==> config.mk <==
export PLATFORM = sky130hd
export DESIGN_NAME = scrambler_tx
export DESIGN_NICKNAME = d
export VERILOG_FILES = /design/src/rtl/scrambler_pkg.sv /design/src/rtl/scrambler_tx_lfsr.sv /design/src/rtl/scrambler_tx.sv
export SDC_FILE = /design/constraint.sdc
export NUM_CORES = 1
export LEC_CHECK = 0
export ABC_AREA = 1
export BUFFER_PORTS_ARGS = -buffer_cell sky130_fd_sc_hd__buf_2
export CAP_MARGIN = 20
export CORE_MARGIN = 2
export CORE_UTILIZATION = 62
export CTS_CLUSTER_SIZE = 25
export DETAILED_ROUTE_END_ITERATION = 10
export GPL_TIMING_DRIVEN = 0
export PLACE_DENSITY = 0.83
export SLEW_MARGIN = 15
export SYNTH_ARGS = -nofsm -noshare
export SYNTH_HDL_FRONTEND = slang
export SYNTH_SLANG_ARGS = --single-unit
==> constraint.sdc <==
create_clock -name clk -period 2.4 [get_ports clk]
set_input_delay 0.24 -clock clk [delete_from_list [all_inputs] [get_ports clk]]
set_output_delay 0.24 -clock clk [all_outputs]
set_load 0.1 [all_outputs]
==> src/rtl/scrambler_pkg.sv <==
// Shared types, LFSR constants and LFSR helper functions for the scrambler_tx slice.
// Feedback polynomial: fb = q[8] ^ q[2] ^ q[0], shift right with fb entering at the MSB.
package scrambler_pkg;

  typedef enum logic [1:0] {
    IDLE = 2'd0,
    SYNC = 2'd1,
    DATA = 2'd2
  } state_t;

  localparam int LFSR_W = 10;
  localparam int TAP_A  = 8;
  localparam int TAP_B  = 2;
  localparam int TAP_C  = 0;

  localparam logic [LFSR_W-1:0] SEED_DEFAULT      = 10'b0010010110;
  localparam int                SYNC_W_DEFAULT    = 16;
  localparam logic [15:0]       SYNC_WORD_DEFAULT = 16'hF0F0;
  localparam int                FRAME_LEN_DEFAULT = 64;

  function automatic logic lfsr_fb(input logic [LFSR_W-1:0] q);
    return q[TAP_A] ^ q[TAP_B] ^ q[TAP_C];
  endfunction

  function automatic logic [LFSR_W-1:0] lfsr_next(input logic [LFSR_W-1:0] q);
    return {lfsr_fb(q), q[LFSR_W-1:1]};
  endfunction

endpackage

==> src/rtl/scrambler_tx_lfsr.sv <==
// Keystream LFSR: reloads SEED on load, steps once per advance, holds otherwise.
// fb is the keystream bit for the current state (taken before the shift).
module scr_lfsr
  import scrambler_pkg::*;
#(
  parameter logic [LFSR_W-1:0] SEED = SEED_DEFAULT
) (
  input  logic              clk,
  input  logic              rst,
  input  logic              load,
  input  logic              advance,
  output logic [LFSR_W-1:0] q,
  output logic              fb
);

  always_ff @(posedge clk or posedge rst) begin
    if (rst) begin
      q <= SEED;
    end else if (load) begin
      q <= SEED;
    end else if (advance) begin
      q <= lfsr_next(q);
    end
  end

  assign fb = lfsr_fb(q);

endmodule

==> src/rtl/scrambler_tx.sv <==
// Framing additive scrambler: unscrambled SYNC word, then FRAME_LEN scrambled payload bits.
// Optional macro SCRAMBLER_BYPASS_EN adds a bypass input captured at frame start.
module scrambler_tx
  import scrambler_pkg::*;
#(
  parameter logic [LFSR_W-1:0] SEED      = SEED_DEFAULT,
  parameter int                SYNC_W    = SYNC_W_DEFAULT,
  parameter logic [SYNC_W-1:0] SYNC_WORD = SYNC_WORD_DEFAULT,
  parameter int                FRAME_LEN = FRAME_LEN_DEFAULT
) (
  input  logic   clk,
  input  logic   rst,
  input  logic   start,
`ifdef SCRAMBLER_BYPASS_EN
  input  logic   bypass,
`endif
  input  logic   in_valid,
  input  logic   in_bit,
  output logic   in_ready,
  output logic   out_valid,
  output logic   out_bit,
  input  logic   out_ready,
  output logic   busy,
  output logic   frame_done,
  output state_t state_dbg
);

  localparam int SCW = (SYNC_W > 1) ? $clog2(SYNC_W) : 1;
  localparam int DCW = (FRAME_LEN > 1) ? $clog2(FRAME_LEN) : 1;
  localparam logic [SCW-1:0] SYNC_LAST = SCW'(SYNC_W - 1);
  localparam logic [DCW-1:0] DATA_LAST = DCW'(FRAME_LEN - 1);

  // Handshake: a bit moves on either side only in a cycle where valid && ready.
  // The single output register is free when empty or being drained this cycle.

  state_t             state, state_n;
  logic [SCW-1:0]     sync_cnt, sync_cnt_n;
  logic [DCW-1:0]     data_cnt, data_cnt_n;
  logic               slot_free;
  logic               load_slot;
  logic               slot_bit;
  logic               lfsr_load;
  logic               lfsr_adv;
  logic               fb;
  logic [LFSR_W-1:0]  lfsr_q;
  logic               ready_c;
  logic               done_c;
  logic               scramble_en;

`ifdef SCRAMBLER_BYPASS_EN
  logic bypass_q;

  always_ff @(posedge clk or posedge rst) begin
    if (rst) begin
      bypass_q <= 1'b0;
    end else if (state == IDLE && start) begin
      bypass_q <= bypass;
    end
  end

  assign scramble_en = !bypass_q;
`else
  assign scramble_en = 1'b1;
`endif

  scr_lfsr #(.SEED(SEED)) u_lfsr (
    .clk     (clk),
    .rst     (rst),
    .load    (lfsr_load),
    .advance (lfsr_adv),
    .q       (lfsr_q),
    .fb      (fb)
  );

  assign slot_free = !out_valid || out_ready;

  always_comb begin
    state_n    = state;
    sync_cnt_n = sync_cnt;
    data_cnt_n = data_cnt;
    load_slot  = 1'b0;
    slot_bit   = 1'b0;
    lfsr_load  = 1'b0;
    lfsr_adv   = 1'b0;
    ready_c    = 1'b0;
    done_c     = 1'b0;
    case (state)
      IDLE: begin
        if (start) begin
          state_n    = SYNC;
          sync_cnt_n = '0;
          lfsr_load  = 1'b1;
        end
      end
      SYNC: begin
        if (slot_free) begin
          load_slot = 1'b1;
          slot_bit  = SYNC_WORD[SYNC_LAST - sync_cnt];
          if (sync_cnt == SYNC_LAST) begin
            state_n    = DATA;
            data_cnt_n = '0;
          end else begin
            sync_cnt_n = sync_cnt + SCW'(1);
          end
        end
      end
      DATA: begin
        ready_c = slot_free;
        if (in_valid && slot_free) begin
          load_slot = 1'b1;
          slot_bit  = in_bit ^ (fb & scramble_en);
          lfsr_adv  = 1'b1;
          if (data_cnt == DATA_LAST) begin
            done_c     = 1'b1;
            state_n    = IDLE;
            data_cnt_n = '0;
          end else begin
            data_cnt_n = data_cnt + DCW'(1);
          end
        end
      end
      default: state_n = IDLE;
    endcase
  end

  always_ff @(posedge clk or posedge rst) begin
    if (rst) begin
      state     <= IDLE;
      sync_cnt  <= '0;
      data_cnt  <= '0;
      out_valid <= 1'b0;
      out_bit   <= 1'b0;
    end else begin
      state    <= state_n;
      sync_cnt <= sync_cnt_n;
      data_cnt <= data_cnt_n;
      if (load_slot) begin
        out_valid <= 1'b1;
        out_bit   <= slot_bit;
      end else if (out_ready) begin
        out_valid <= 1'b0;
      end
    end
  end

  assign in_ready   = ready_c;
  assign frame_done = done_c;
  assign busy       = (state != IDLE);
  assign state_dbg  = state;

endmodule
==> results.txt, run 1 <==
----------------------------------------------------
[Worst setup path]
  Reg2Reg Depth ... 8
  Critical-path maximum fanout ... 7
  Critical path class ... flop to primary output
  Destination of the worst register-to-register timing path ... u_lfsr.q[9]$_DFFE_PP0P_
  Critical path endpoint category ... primary output
  Worst-case register-to-register setup slack ... 0.86 ns
  Worst EP arrival ... 1.91 ns
  Startpoint of the lowest-slack register-to-register path ... state_dbg[0]$_DFFE_PP0P_
  Type of element launching the critical path ... flop
  Worst Path Required ... 2.16 ns

[Finish]
  Area of the multi-input gates ... 653 um^2
  Commonest non-fill, non-tap cells in the layout ... nand2_1 (40), inv_1 (25), dfrtp_1 (18), nand3_1 (13), buf_2 (12)
  Nets ... 191
  Final non-filler cell area ... 0.00150 mm^2
  Number of filler instances in the final layout ... 171
  P&R area growth vs syn ... 9.41%
  Register area ... 608 um^2
  Diode insertion count for antenna repair ... 0
  Share of post-route cells with drive strength above 1 ... 25.7%
  Leading cell type in the layout, fill and taps excluded ... nand2_1

[GRT]
  Number of global-route vias before repair ... 1064
  Wire length of the first global-routing pass ... 4460 um
  Pin count of the biggest net entering global routing ... 25
  Number of antenna violations at the first check in global routing ... 0
  Overall routing resource usage ... 22.8%
  Grt total ovfl ... 0

[CTS]
  Number of setup buffers added after CTS ... 0
  Number of buffers added by the clock tree synthesis step ... 3
  Hold-fix buffer count after cts ... 0
  Maximum count of clock buffers along a single path ... 2
  Clock-pin slew reported for the worst setup and hold paths after clock tree synthesis ... 0.13 ns
  Clock sink count ... 24
  Skew-Pair Late Insertion Delay ... 0.31 ns
  Clock H-tree levels ... 1
  Number of gates resized after cts ... 0
  CTS tree ... yes
  Clk root buf ... clkbuf_4

[Yosys]
  Share of synthesized area occupied by flip-flops and latches ... 44.2%
  Register bit count reported by yosys ... 24
  Post-synthesis cell count ... 163
  Mean Syn Cell Area ... 8.41 um^2
  Syn nets ... 174
  Summed instance area of the synthesized netlist ... 0.00137 mm^2
  Count of distinct cell types in the synthesized netlist ... 29
  Yosys warning total ... 0

[Hold path]
  Hold Path Class ... input port to asynchronous set/reset pin

[Drt]
  Number of vias per cell ... 5.32
  Remaining antenna violation count after routing ... 0
  Overall via count from detail_route ... 1101
  Final routed wirelength across all metal layers ... 2550 um
  DRT Pass-1 Iters ... 4
  Residual DRC ... 0
  Initial drt markers ... 16
  Routed wirelength normalized by instance count ... 12.3 um

[Placed design]
  PortBufs ... 12
  Hpwl dp ... 1980 um
  Final GP Congestion ... 0.746
  Cell Area, Placed ... 0.00147 mm^2

[Outcome]
  Run status ... completed

[Die]
  Initial cell density of the core ... 63.8%
  Die width ... 51.0 um
  Area enclosed by the die boundary ... 0.00260 mm^2
  Die span in y ... 51.0 um
  Ports ... 13
  Core outline area ... 0.00215 mm^2
  Standard-cell rows ... 17

[STA]
  Final critical delay including setup and external delays ... 2.15 ns
  Fin Setup TNS ... 0 ns
  Unrepaired setup endpoints after global routing ... no
  Highest attainable clock frequency ... 0.466 GHz
  Slew @ Worst Pin ... 0.907 ns
  Period utilization ... 89.5%
  Number of pins exceeding their max-slew limit in the final report ... 0
  Final worst clock skew ... 0.00984 ns
  Number of hold violations in the final report ... 0
  Normalized max-slew margin ... 39.5%
  Setup Viol. Count Final ... 0

[Power]
  Portion of total power attributed to combinational logic ... 59.0%
  Internal Pwr Total ... 856 uW
  Max IR drop VDD ... 0.889 mV
  Sw frac ... 54.3%
  Power density normalized to cell area ... 1250 mW/mm^2
  Clock network fraction of total power ... 9.6%
  Leakage dissipation ... 0.773 nW
  Relative contribution of sequential cells to total power ... 31.4%
  Power spent charging and discharging nets ... 1.02 mW

[Run]
  Max_cap viols ... 0

----------------------------------------------------
==> through the flow <==
step	std cells	setup WS, ns	power [mW]	util, %	hold WS [ns]
floorplan	163	0.0624	1.51	-	0.252
global placement	203	0.637	1.65	68.5	0.454
detailed placement	203	0.608	1.70	68.5	0.477
CTS	207	0.253	1.88	69.8	0.131
global route	207	0.150	2.01	69.8	0.172
finish	207	0.253	1.87	69.8	0.107
==> state kept, by name (all words and copies together), names as in the netlist <==
register   count
sync_cnt       4
out_bit        1
out_valid      1
state_dbg      2
u_lfsr.q      10
data_cnt       6
==> synthesized netlist by cell type <==
| cell | n | area [um^2] |
|---|---|---|
| a22oi_2 | 2 | 25.0 |
| nand2_2 | 3 | 18.8 |
| o21ai_2 | 3 | 26.3 |
| o21ai_0 | 2 | 10.0 |
| or2_1 | 1 | 6.26 |
| nand2_4 | 4 | 45.0 |
| o22ai_1 | 5 | 31.3 |
| nor3b_1 | 1 | 7.51 |
| xor2_1 | 2 | 17.5 |
| nand2_1 | 40 | 150 |
| or2_0 | 1 | 6.26 |
| nor2_2 | 2 | 12.5 |
| nand3_2 | 1 | 10.0 |
| a21oi_1 | 2 | 10.0 |
| nand4_1 | 2 | 12.5 |
| nor2_1 | 7 | 26.3 |
| inv_1 | 25 | 93.8 |
| inv_4 | 1 | 6.26 |
| ha_1 | 5 | 62.6 |
| clkinv_4 | 1 | 8.76 |
| inv_2 | 2 | 7.51 |
| a22oi_1 | 2 | 15.0 |
| nand3_4 | 1 | 17.5 |
| nand3_1 | 13 | 65.1 |
| dfstp_2 | 4 | 105 |
| o21ai_1 | 8 | 40.0 |
| dfrtp_1 | 20 | 500 |
| nor2_8 | 1 | 20.0 |
| or2_2 | 2 | 12.5 |
==> power by group through the flow <==
stage | clock (mW) | sequential, mW | combinational (mW)
floorplan | 0 | 0.797 | 0.710
global placement | 0 | 0.590 | 1.06
detailed placement | 0 | 0.597 | 1.10
CTS | 0.186 | 0.589 | 1.10
global route | 0.204 | 0.603 | 1.20
finish | 0.180 | 0.589 | 1.10
==> layout make-up <==
cell class              instances  share of cell area [%]
well taps                      28                    2.34
repair buffers                 12                    4.01
inverters                      29                    7.76
multi-input cells             110                    43.6
clock buffers                   4                    1.75
flip-flops and latches         24                    40.6
==> worst max-delay path, cell delays in order, from the launching register on <==
cell,delay (ns)
dfrtp_2,0.45
inv_1,0.08
ha_1,0.35
nand3_4,0.17
nor2_2,0.12
buf_2,0.42
==> worst max path at each step <==
| stage | to | slack, ns | from |
|---|---|---|---|
| 3_3_place_gp | frame_done | 0.64 | state_dbg[0]$_DFFE_PP0P_ |
| 4_1_cts | frame_done | 0.25 | state_dbg[0]$_DFFE_PP0P_ |
| 3_5_place_dp | frame_done | 0.61 | state_dbg[0]$_DFFE_PP0P_ |
| 2_1_floorplan | state_dbg[0]$_DFFE_PP0P_ | 0.06 | state_dbg[0]$_DFFE_PP0P_ |
| 6_report | frame_done | 0.25 | state_dbg[0]$_DFFE_PP0P_ |
| 5_1_grt | frame_done | 0.15 | state_dbg[0]$_DFFE_PP0P_ |
==> layer usage <==
metal	share of wire, %	wire length [um]	up-vias	global-route usage [%]
li1	-	-	552	-
met3	3.5	88	2	3.80
met2	50	1280	26	39.0
met4	1.0	26	0	9.46
met1	45	1160	521	28.5
met5	0	0	-	0
==> logic make-up after synthesis <==
group | after synthesis | share of synthesized area (%)
AO/OA/AOI/OAI | 24 | 11.5
flip-flops | 24 | 44.2
buffers and inverters | 29 | 8.49
adder cells (fa/ha/maj) | 5 | 4.57
AND/OR/NAND/NOR | 79 | 30.0
XOR/XNOR | 2 | 1.28
(Power assumes the default switching activity.)
==> run 2, diff against run 1 <==
- CORE_ASPECT_RATIO: unset -> 1.4
- PLACE_DENSITY: 0.83 -> 0.86
==> run 2 against run 1 <==
Effect of this change:
- first-iteration DRC count down 6.3%
- wire length grew 2.7%
- register-to-register slack worse by 0.02 ns
- count of clock-buffer cells in the layout is the same
- non-clock buffer count unchanged
- die area grew 0.20%
- clock skew increased by 0.0029 ns
- critical path depth stayed put
- clock power is 6% higher
- combinational power about the same
- via count increased by 1.9%
- critical endpoint unchanged
==> results.txt, run 2 (synthesized netlist as in run 1, its figures left out) <==
----------------------------------------------------
[Worst setup path]
  Type of element launching the critical path ... flop (unchanged)
  Critical path endpoint category ... primary output (unchanged)
  Worst Path Required ... 2.16 ns (about the same)
  Critical path class ... flop to primary output (unchanged)
  Worst EP arrival ... 1.93 ns (was 1.91 ns)
  Reg2Reg Depth ... 8 (unchanged)
  Critical-path maximum fanout ... 7 (unchanged)

[Finish]
  Number of flip-flops under the largest register name ... 10 (unchanged)
  Largest reg by FF count ... u_lfsr.q (unchanged)
  Share of post-route cells with drive strength above 1 ... 25.7% (unchanged)
  Nets ... 191 (unchanged)
  Diode insertion count for antenna repair ... 0 (unchanged)
  Commonest non-fill, non-tap cells in the layout ... nand2_1 (40), inv_1 (25), dfrtp_1 (18), nand3_1 (13), buf_2 (12) (unchanged)
  Leading cell type in the layout, fill and taps excluded ... nand2_1 (unchanged)
  Registers with the highest flip-flop counts ... u_lfsr.q: 10 flops, data_cnt: 6 flops, sync_cnt: 4 flops (unchanged)
  P&R area growth vs syn ... 8.86% (was 9.41%)
  Number of filler instances in the final layout ... 165 (was 171)

[STA]
  Normalized max-slew margin ... 41.1% (was 39.5%)
  Fin Setup TNS ... 0 ns (unchanged)
  Highest attainable clock frequency ... 0.460 GHz (was 0.466 GHz)
  Slew @ Worst Pin ... 0.883 ns (was 0.907 ns)
  Number of hold violations in the final report ... 0 (unchanged)
  Setup Viol. Count Final ... 0 (unchanged)
  Number of pins exceeding their max-slew limit in the final report ... 0 (unchanged)
  Final critical delay including setup and external delays ... 2.17 ns (was 2.15 ns)
  Period utilization ... 90.5% (was 89.5%)
  Unrepaired setup endpoints after global routing ... no (unchanged)
  Final worst clock skew ... 0.0127 ns (was 0.00984 ns)

[GRT]
  Number of antenna violations at the first check in global routing ... 0 (unchanged)
  Overall routing resource usage ... 23.4% (was 22.8%)
  Grt total ovfl ... 0 (unchanged)
  Wire length of the first global-routing pass ... 4550 um (was 4460 um)
  Number of global-route vias before repair ... 1092 (was 1064)
  Pin count of the biggest net entering global routing ... 25 (unchanged)

[CTS]
  Skew-Pair Late Insertion Delay ... 0.33 ns (was 0.31 ns)
  Maximum count of clock buffers along a single path ... 2 (unchanged)
  Number of setup buffers added after CTS ... 0 (unchanged)
  Number of gates resized after cts ... 0 (unchanged)
  Clock H-tree levels ... 1 (unchanged)
  Clk root buf ... clkbuf_4 (unchanged)
  Hold-fix buffer count after cts ... 0 (unchanged)
  Clock-pin slew reported for the worst setup and hold paths after clock tree synthesis ... 0.14 ns (was 0.13 ns)
  CTS tree ... yes (unchanged)
  Clock sink count ... 24 (unchanged)
  Number of buffers added by the clock tree synthesis step ... 3 (unchanged)

[Power]
  Total chip power ... 1.88 mW (was 1.87 mW)
  Max IR drop VDD ... 0.968 mV (was 0.889 mV)
  Leakage dissipation ... 0.773 nW (unchanged)
  Power density normalized to cell area ... 1260 mW/mm^2 (was 1250 mW/mm^2)

[Drt]
  Overall via count from detail_route ... 1122 (was 1101)
  Initial drt markers ... 15 (was 16)
  Final routed wirelength across all metal layers ... 2620 um (was 2550 um)
  Remaining antenna violation count after routing ... 0 (unchanged)
  Residual DRC ... 0 (unchanged)
  DRT Pass-1 Iters ... 4 (unchanged)
  Number of vias per cell ... 5.58 (was 5.32)
  Routed wirelength normalized by instance count ... 13.0 um (was 12.3 um)

[Die]
  Ports ... 13 (unchanged)
  Core outline area ... 0.00213 mm^2 (was 0.00215 mm^2)
  Area enclosed by the die boundary ... 0.00261 mm^2 (was 0.00260 mm^2)
  Die span in y ... 59.6 um (was 51.0 um)
  Die width ... 43.7 um (was 51.0 um)
  Initial cell density of the core ... 64.4% (was 63.8%)
  Standard-cell rows ... 20 (was 17)

[Outcome]
  Run status ... completed (unchanged)

[Placed design]
  Hpwl dp ... 2000 um (was 1980 um)
  PortBufs ... 12 (unchanged)
  Final GP Congestion ... 0.773 (was 0.746)

[Run]
  Max_cap viols ... 0 (unchanged)

[Hold path]
  Hold Path Class ... input port to asynchronous set/reset pin (unchanged)

----------------------------------------------------
run 2: cell type report:
type	instances	area, um^2	share of cell area (%)
multi-input combinational	110	653	43.8
sequential	24	608	40.8
timing repair buffer	12	60.1	4.03
tap	22	27.5	1.85
clock buffer	4	26.3	1.76
inverter	29	116	7.80
run 2: layer usage:
layer | GRT usage [%] | share of wire [%]
met5 | 0 | 0
met4 | 9.52 | 1.8
met3 | 3.66 | 3.0
met2 | 41.2 | 53
met1 | 28.1 | 42
run 2: where the power goes:
group          internal, mW  switching, mW  total [mW]
clock network        0.0653          0.126       0.191
registers             0.520         0.0675       0.588
logic                 0.269          0.836        1.11
run 2: metrics by stage:
stage	cells	setup slack (ns)	utilization (%)	hold WS, ns	area (um^2)
floorplan	163	0.0624	-	0.252	1380
global placement	197	0.632	68.9	0.451	1470
detailed placement	197	0.594	68.9	0.468	1470
CTS	201	0.226	70.1	0.109	1490
global route	201	0.144	70.1	0.180	1490
finish	201	0.228	70.1	0.0724	1490
run 2: path summary, 6_finish.rpt:
path	startpoint	to	slack (ns)
setup reg to reg	state_dbg[0]$_DFFE_PP0P_	u_lfsr.q[9]$_DFFE_PP0P_	0.84
hold reg to reg	u_lfsr.q[4]$_DFFE_PP1P_	u_lfsr.q[4]$_DFFE_PP1P_	0.52
hold / removal	rst	data_cnt[4]$_DFFE_PP0P_	0.07
setup / recovery	state_dbg[0]$_DFFE_PP0P_	frame_done	0.23
max in group asynchronous	rst	state_dbg[1]$_DFFE_PP0P_	1.74
min in group clk	out_ready	out_valid$_DFFE_PP0P_	0.20
run 2: worst max-delay path, stage by stage (launching register included):
cell and delay [ns]:
dfrtp_2 0.45, inv_1 0.09, ha_1 0.36, nand3_4 0.16, nor2_2 0.12, buf_2 0.42
